<file path="config.mk">
export PLATFORM = sky130hd
export DESIGN_NAME = alu_sequencer
export DESIGN_NICKNAME = d
export VERILOG_FILES = /design/src/rtl/alu_sequencer.sv
export SDC_FILE = /design/constraint.sdc
export NUM_CORES = 1
export LEC_CHECK = 0
export BUFFER_PORTS_ARGS = -buffer_cell sky130_fd_sc_hd__buf_2
export CAP_MARGIN = 25
export CORE_ASPECT_RATIO = 1.4
export CORE_UTILIZATION = 25
export CTS_CLUSTER_SIZE = 40
export DETAILED_ROUTE_END_ITERATION = 10
export SETUP_SLACK_MARGIN = 0.3
export SLEW_MARGIN = 20
export SYNTH_ARGS = -nofsm -noshare
export SYNTH_HDL_FRONTEND = slang
export SYNTH_SLANG_ARGS = --single-unit
</file>
<file path="constraint.sdc">
create_clock -name clk -period 5.3 [get_ports clk]
set_input_delay 0.265 -clock clk [delete_from_list [all_inputs] [get_ports clk]]
set_output_delay 0.265 -clock clk [all_outputs]
set_load 0.01 [all_outputs]
</file>
<file path="src/rtl/alu_sequencer.sv">
// alu_sequencer: four-state instruction sequencer driving ALU controls, write-back and flag-based branches
module alu_sequencer #(
    parameter int DW  = 32,
    parameter int RAW = 5
) (
    input  logic           clk,
    input  logic           rst,
    input  logic           instr_valid,
    input  logic [DW-1:0]  instr,
    output logic           instr_ready,
    output logic [RAW-1:0] rs_idx,
    output logic [RAW-1:0] rt_idx,
    output logic [DW-1:0]  imm,
    output logic           ALUimm,
    output logic           ALUfn,
    output logic           logicfn,
    output logic           fnClass,
    input  logic [DW-1:0]  alu_result,
    input  logic           zFlag,
    input  logic           carryFlag,
    input  logic           signFlag,
    input  logic           overflowFlag,
    output logic           rf_we,
    output logic [RAW-1:0] rf_waddr,
    output logic [DW-1:0]  rf_wdata,
    output logic           br_valid,
    output logic           br_taken,
    output logic [DW-1:0]  br_offset,
    output logic           illegal,
    output logic [3:0]     flags_q,
    output logic           busy
);
    typedef enum logic [1:0] {IDLE, DECODE, EXEC, WB} state_t;
    state_t state, next;
    logic [DW-1:0] instr_q;
    logic [5:0] op;
    logic [2:0] fn;
    logic is_alu, is_arith, is_br, is_ill, ctl_en, wb, br_cond;
    logic [RAW-1:0] dest;
    logic [DW-1:0] sext;
    assign op = instr_q[31:26];
    assign fn = op[2:0];
    // 0x01-0x04 are R-type, 0x09-0x0C the same functions with the immediate (bit 3)
    assign is_alu = op[5:4] == 2'b00 && fn >= 3'd1 && fn <= 3'd4;
    assign is_arith = is_alu && fn <= 3'd2;
    assign is_br = op >= 6'h10 && op <= 6'h14;
    assign is_ill = !(is_alu || is_br || op == 6'h00);
    assign dest = op[3] ? instr_q[20:16] : instr_q[15:11];
    assign sext = {{(DW-16){instr_q[15]}}, instr_q[15:0]};
    assign br_cond = fn == 3'd0 ? flags_q[3] : fn == 3'd1 ? !flags_q[3] :
                     fn == 3'd2 ? flags_q[2] : fn == 3'd3 ? flags_q[1] : flags_q[0];
    always_ff @(posedge clk or posedge rst) begin
        if (rst) state <= IDLE;
        else state <= next;
    end
    always_comb begin
        next = state == IDLE ? (instr_valid ? DECODE : IDLE) :
               state == DECODE ? EXEC : state == EXEC ? WB : IDLE;
    end
    always_comb begin
        ctl_en = state == DECODE || state == EXEC;
        wb = state == WB;
        instr_ready = state == IDLE;
        busy = state != IDLE;
        rs_idx = ctl_en ? instr_q[25:21] : '0;
        rt_idx = ctl_en ? instr_q[20:16] : '0;
        imm = ctl_en ? sext : '0;
        ALUimm = ctl_en && is_alu && op[3];
        ALUfn = ctl_en && is_alu && fn == 3'd2;
        logicfn = ctl_en && is_alu && fn == 3'd4;
        fnClass = ctl_en && is_alu && fn >= 3'd3;
        rf_we = wb && is_alu && dest != '0;
        rf_waddr = wb && is_alu ? dest : '0;
        br_valid = wb && is_br;
        br_taken = wb && is_br && br_cond;
        br_offset = wb && is_br ? sext : '0;
        illegal = wb && is_ill;
    end
    always_ff @(posedge clk or posedge rst) begin
        if (rst) begin
            instr_q <= '0;
            rf_wdata <= '0;
            flags_q <= '0;
        end else begin
            if (state == IDLE && instr_valid) instr_q <= instr;
            if (state == EXEC) begin
                rf_wdata <= alu_result;
                if (is_arith) flags_q <= {zFlag, carryFlag, signFlag, overflowFlag};
            end
        end
    end
endmodule

</file>
==> results.py <==
metrics = {
    "status": {
        "status": "complete, no violations",
    },
    "power_and_ir_drop": {
        "power.leakage_nw": 2.41,
        "power.density_mw_per_mm2": 672,
        "total_power_mw": 3.17,
        "peakVddDrop_mv": 0.252,
    },
    "placement": {
        "place_congestion": 0.792,
        "portBuffers": 195,
        "dpl-instance-area_sq_mm": 0.00435,
        "hpwl_um": 6160,
    },
    "worst_setup_path": {
        "slowest_stage": "nor4_4",
        "slowest_delay_ns": 0.69,
        "r2r-start": "state[1]$_DFF_PP0_",
        "worstReg2RegEnd": "instr_q[16]$_DFFE_PP0P_",
        "crit_path_cell_trace": "o21a_4, nor4_4, and2_1, buf_2",
        "reg2reg_setup_slack_ns": 3.62,
        "critPathKind": "flip-flop to output pin",
        "startpoint_type": "flip-flop",
        "path_max_fanout": 18,
        "worst_setup_path_end_kind": "output pin",
        "critPathLaunch": "instr_q[26]$_DFFE_PP0P_",
        "arrival_ns": 2.43,
        "ff2ff_path_depth": 5,
        "required_ns": 5.04,
    },
    "sta": {
        "drv_slew": 0,
        "fin_tns_setup_ns": 0,
        "timing.fmax_mhz": 371,
        "setup_viol": 0,
        "min_period_ns": 2.70,
        "period_share_pct": 50.9,
        "rsz0062_at_grt": "false",
        "hold_viol": 0,
        "worst_pin_slew_ns": 0.913,
        "maxSlewHeadroom_pct": 39.1,
        "skew_ns": 0.00661,
    },
    "floorplan": {
        "placementRows": 50,
        "floorplan.initialDensity_pct": 25.7,
        "fp.dieArea_sq_mm": 0.0142,
        "ios": 196,
        "die_x_um": 101,
        "die-height_um": 141,
        "core_sq_mm": 0.0134,
    },
    "synthesis": {
        "ys_seq_area_share_pct": 51.0,
        "yosys.area.top_type": "dfrtp_1",
        "ys.flop_type": "dfrtp_1",
        "yosysTopAreaCellShare_pct": 51.0,
        "yosys-top-cells-count": "70 x dfrtp_1, 64 x mux2_2, 42 x and2_1",
        "synth-seq-cells": 70,
        "synth_cell_types": 29,
        "avgSynthCellArea_sq_um": 12.5,
        "yosys_warnings": 0,
        "syn_nets": 348,
        "syn_area_sq_mm": 0.00343,
        "synth_edf_count": 0,
        "ys_async_sr_fraction_pct": 100,
        "synthCells": 274,
        "synth.most_common_cell": "dfrtp_1",
        "synth_area_leaders": "dfrtp_1 51%, mux2_2 21%, and2_1 7.7%, buf_4 7.0%, mux2i_1 1.7%",
    },
    "clock_tree": {
        "cts_made_buffers": 9,
        "htree_levels": 3,
        "insertion_delay_ns": 0.33,
        "post_cts_resized": 0,
        "cts_buffer_depth": 2,
        "clock-sinks": 70,
        "cts_root_buf": "clkbuf_16",
        "cts.hold.buffers_added": 0,
        "clkTransAtPathRegs_ns": 0.05,
        "tritoncts": "yes",
        "cts_setup_buffers": 0,
    },
    "route": {
        "final_antenna_net_count": 0,
        "via_per_inst": 4.20,
        "drc": 0,
        "routed_wl_um": 8270,
        "vias": 2627,
        "avgRoutedWirePerCell_um": 13.2,
        "drt-initial-drc-count": 59,
        "drtPass1Iterations": 4,
    },
    "min_path": {
        "hold_end": "flags_q[3]$_DFFE_PP0P_",
        "hp-start": "zFlag",
        "hold_class": "primary input to flip-flop",
        "hold_depth": 2,
    },
    "final_layout": {
        "syn2layout_area_growth_pct": 37.1,
        "final_util_pct": 35.2,
        "stdcell_area_sq_mm": 0.00471,
        "final_nets": 513,
        "antenna_cells": 0,
        "final_layout_size_suffix_gt1_share_pct": 63.3,
    },
    "global_routing": {
        "grt_pass1_wl_um": 13200,
        "grt_pass1_vias": 2687,
        "grt_use_total_pct": 12.2,
        "grt_max_degree": 71,
        "antenna_found_initial": 0,
        "overflow": 0,
    },
    "run": {
        "maxCapViolCount": 0,
    },
}
sequential cells by signal (all words and copies together) (netlist names):
register and count:
instr_q 32, rf_wdata 32, flags_q 4, state 2
through the flow:
stage          setup slack, ns  instances  hold WS, ns
6_report                  2.60        626        0.156
5_1_grt                   2.33        626        0.149
4_1_cts                   2.51        626        0.142
3_5_place_dp              2.88        610        0.490
3_3_place_gp              2.96        610        0.480
2_1_floorplan             3.27        274        0.397
final cells by class:
type / instances / area (sq um)
multi-input cells: 154 / 1350
fillers: 1375 / 8680
flip-flops and latches: 70 / 1750
clock buffers: 11 / 253
repair buffers: 198 / 998
clock inverters: 5 / 105
inverters: 6 / 22.5
well taps: 182 / 228
worst max path at each step:
stage                     cells past startpoint  slack, ns                      to
after floorplan                               1       3.27  flags_q[0]$_DFFE_PP0P_
after global placement                        4       2.96           br_offset[21]
after detailed placement                      4       2.88           br_offset[19]
after CTS                                     4       2.51           br_offset[19]
after global routing                          4       2.33           br_offset[18]
final                                         4       2.60           br_offset[19]
report_power, final:
group | internal (mW) | switching (mW) | total, mW
Sequential | 0.814 | 0.209 | 1.02
Combinational | 0.730 | 0.706 | 1.44
Clock | 0.485 | 0.221 | 0.706
routing by layer:
layer  wire length, um  GRT usage [%]
met5                 0              0
met4               151           5.49
met3               613           3.42
met2              4410           22.3
met1              3090           12.6
cell families (layout without fill, tap and decap cells):
kind of cell / after synthesis / after routing / share of synthesized area, %
compound gates: 8 / 8 / 1.79
xor+xnor: 2 / 2 / 0.510
fa+ha+maj: 3 / 3 / 1.09
buf+inv: 50 / 220 / 9.65
flops: 70 / 70 / 51.0
mux: 74 / 74 / 24.0
simple gates: 67 / 67 / 11.9
layout by cell type (no fill, tap or decap), drive strengths merged, types with 3 or more instances in the layout:
| master | count |
|---|---|
| and2 | 42 |
| buf | 198 |
| bufinv | 3 |
| clkbuf | 11 |
| dfrtp | 70 |
| ha | 3 |
| inv | 6 |
| mux2 | 68 |
| mux2i | 6 |
| nand2 | 5 |
| nor2 | 9 |
worst max-delay path, delay by kind of cell, from the launching register on:
family / cells / cell delay [ns]
DFF: 1 / 0.49
AOI/OAI and AO/OA: 1 / 0.27
buffers and inverters: 1 / 0.21
and+or+nand+nor: 2 / 1.14
No activity file was read; power rests on OpenSTA's default activity.
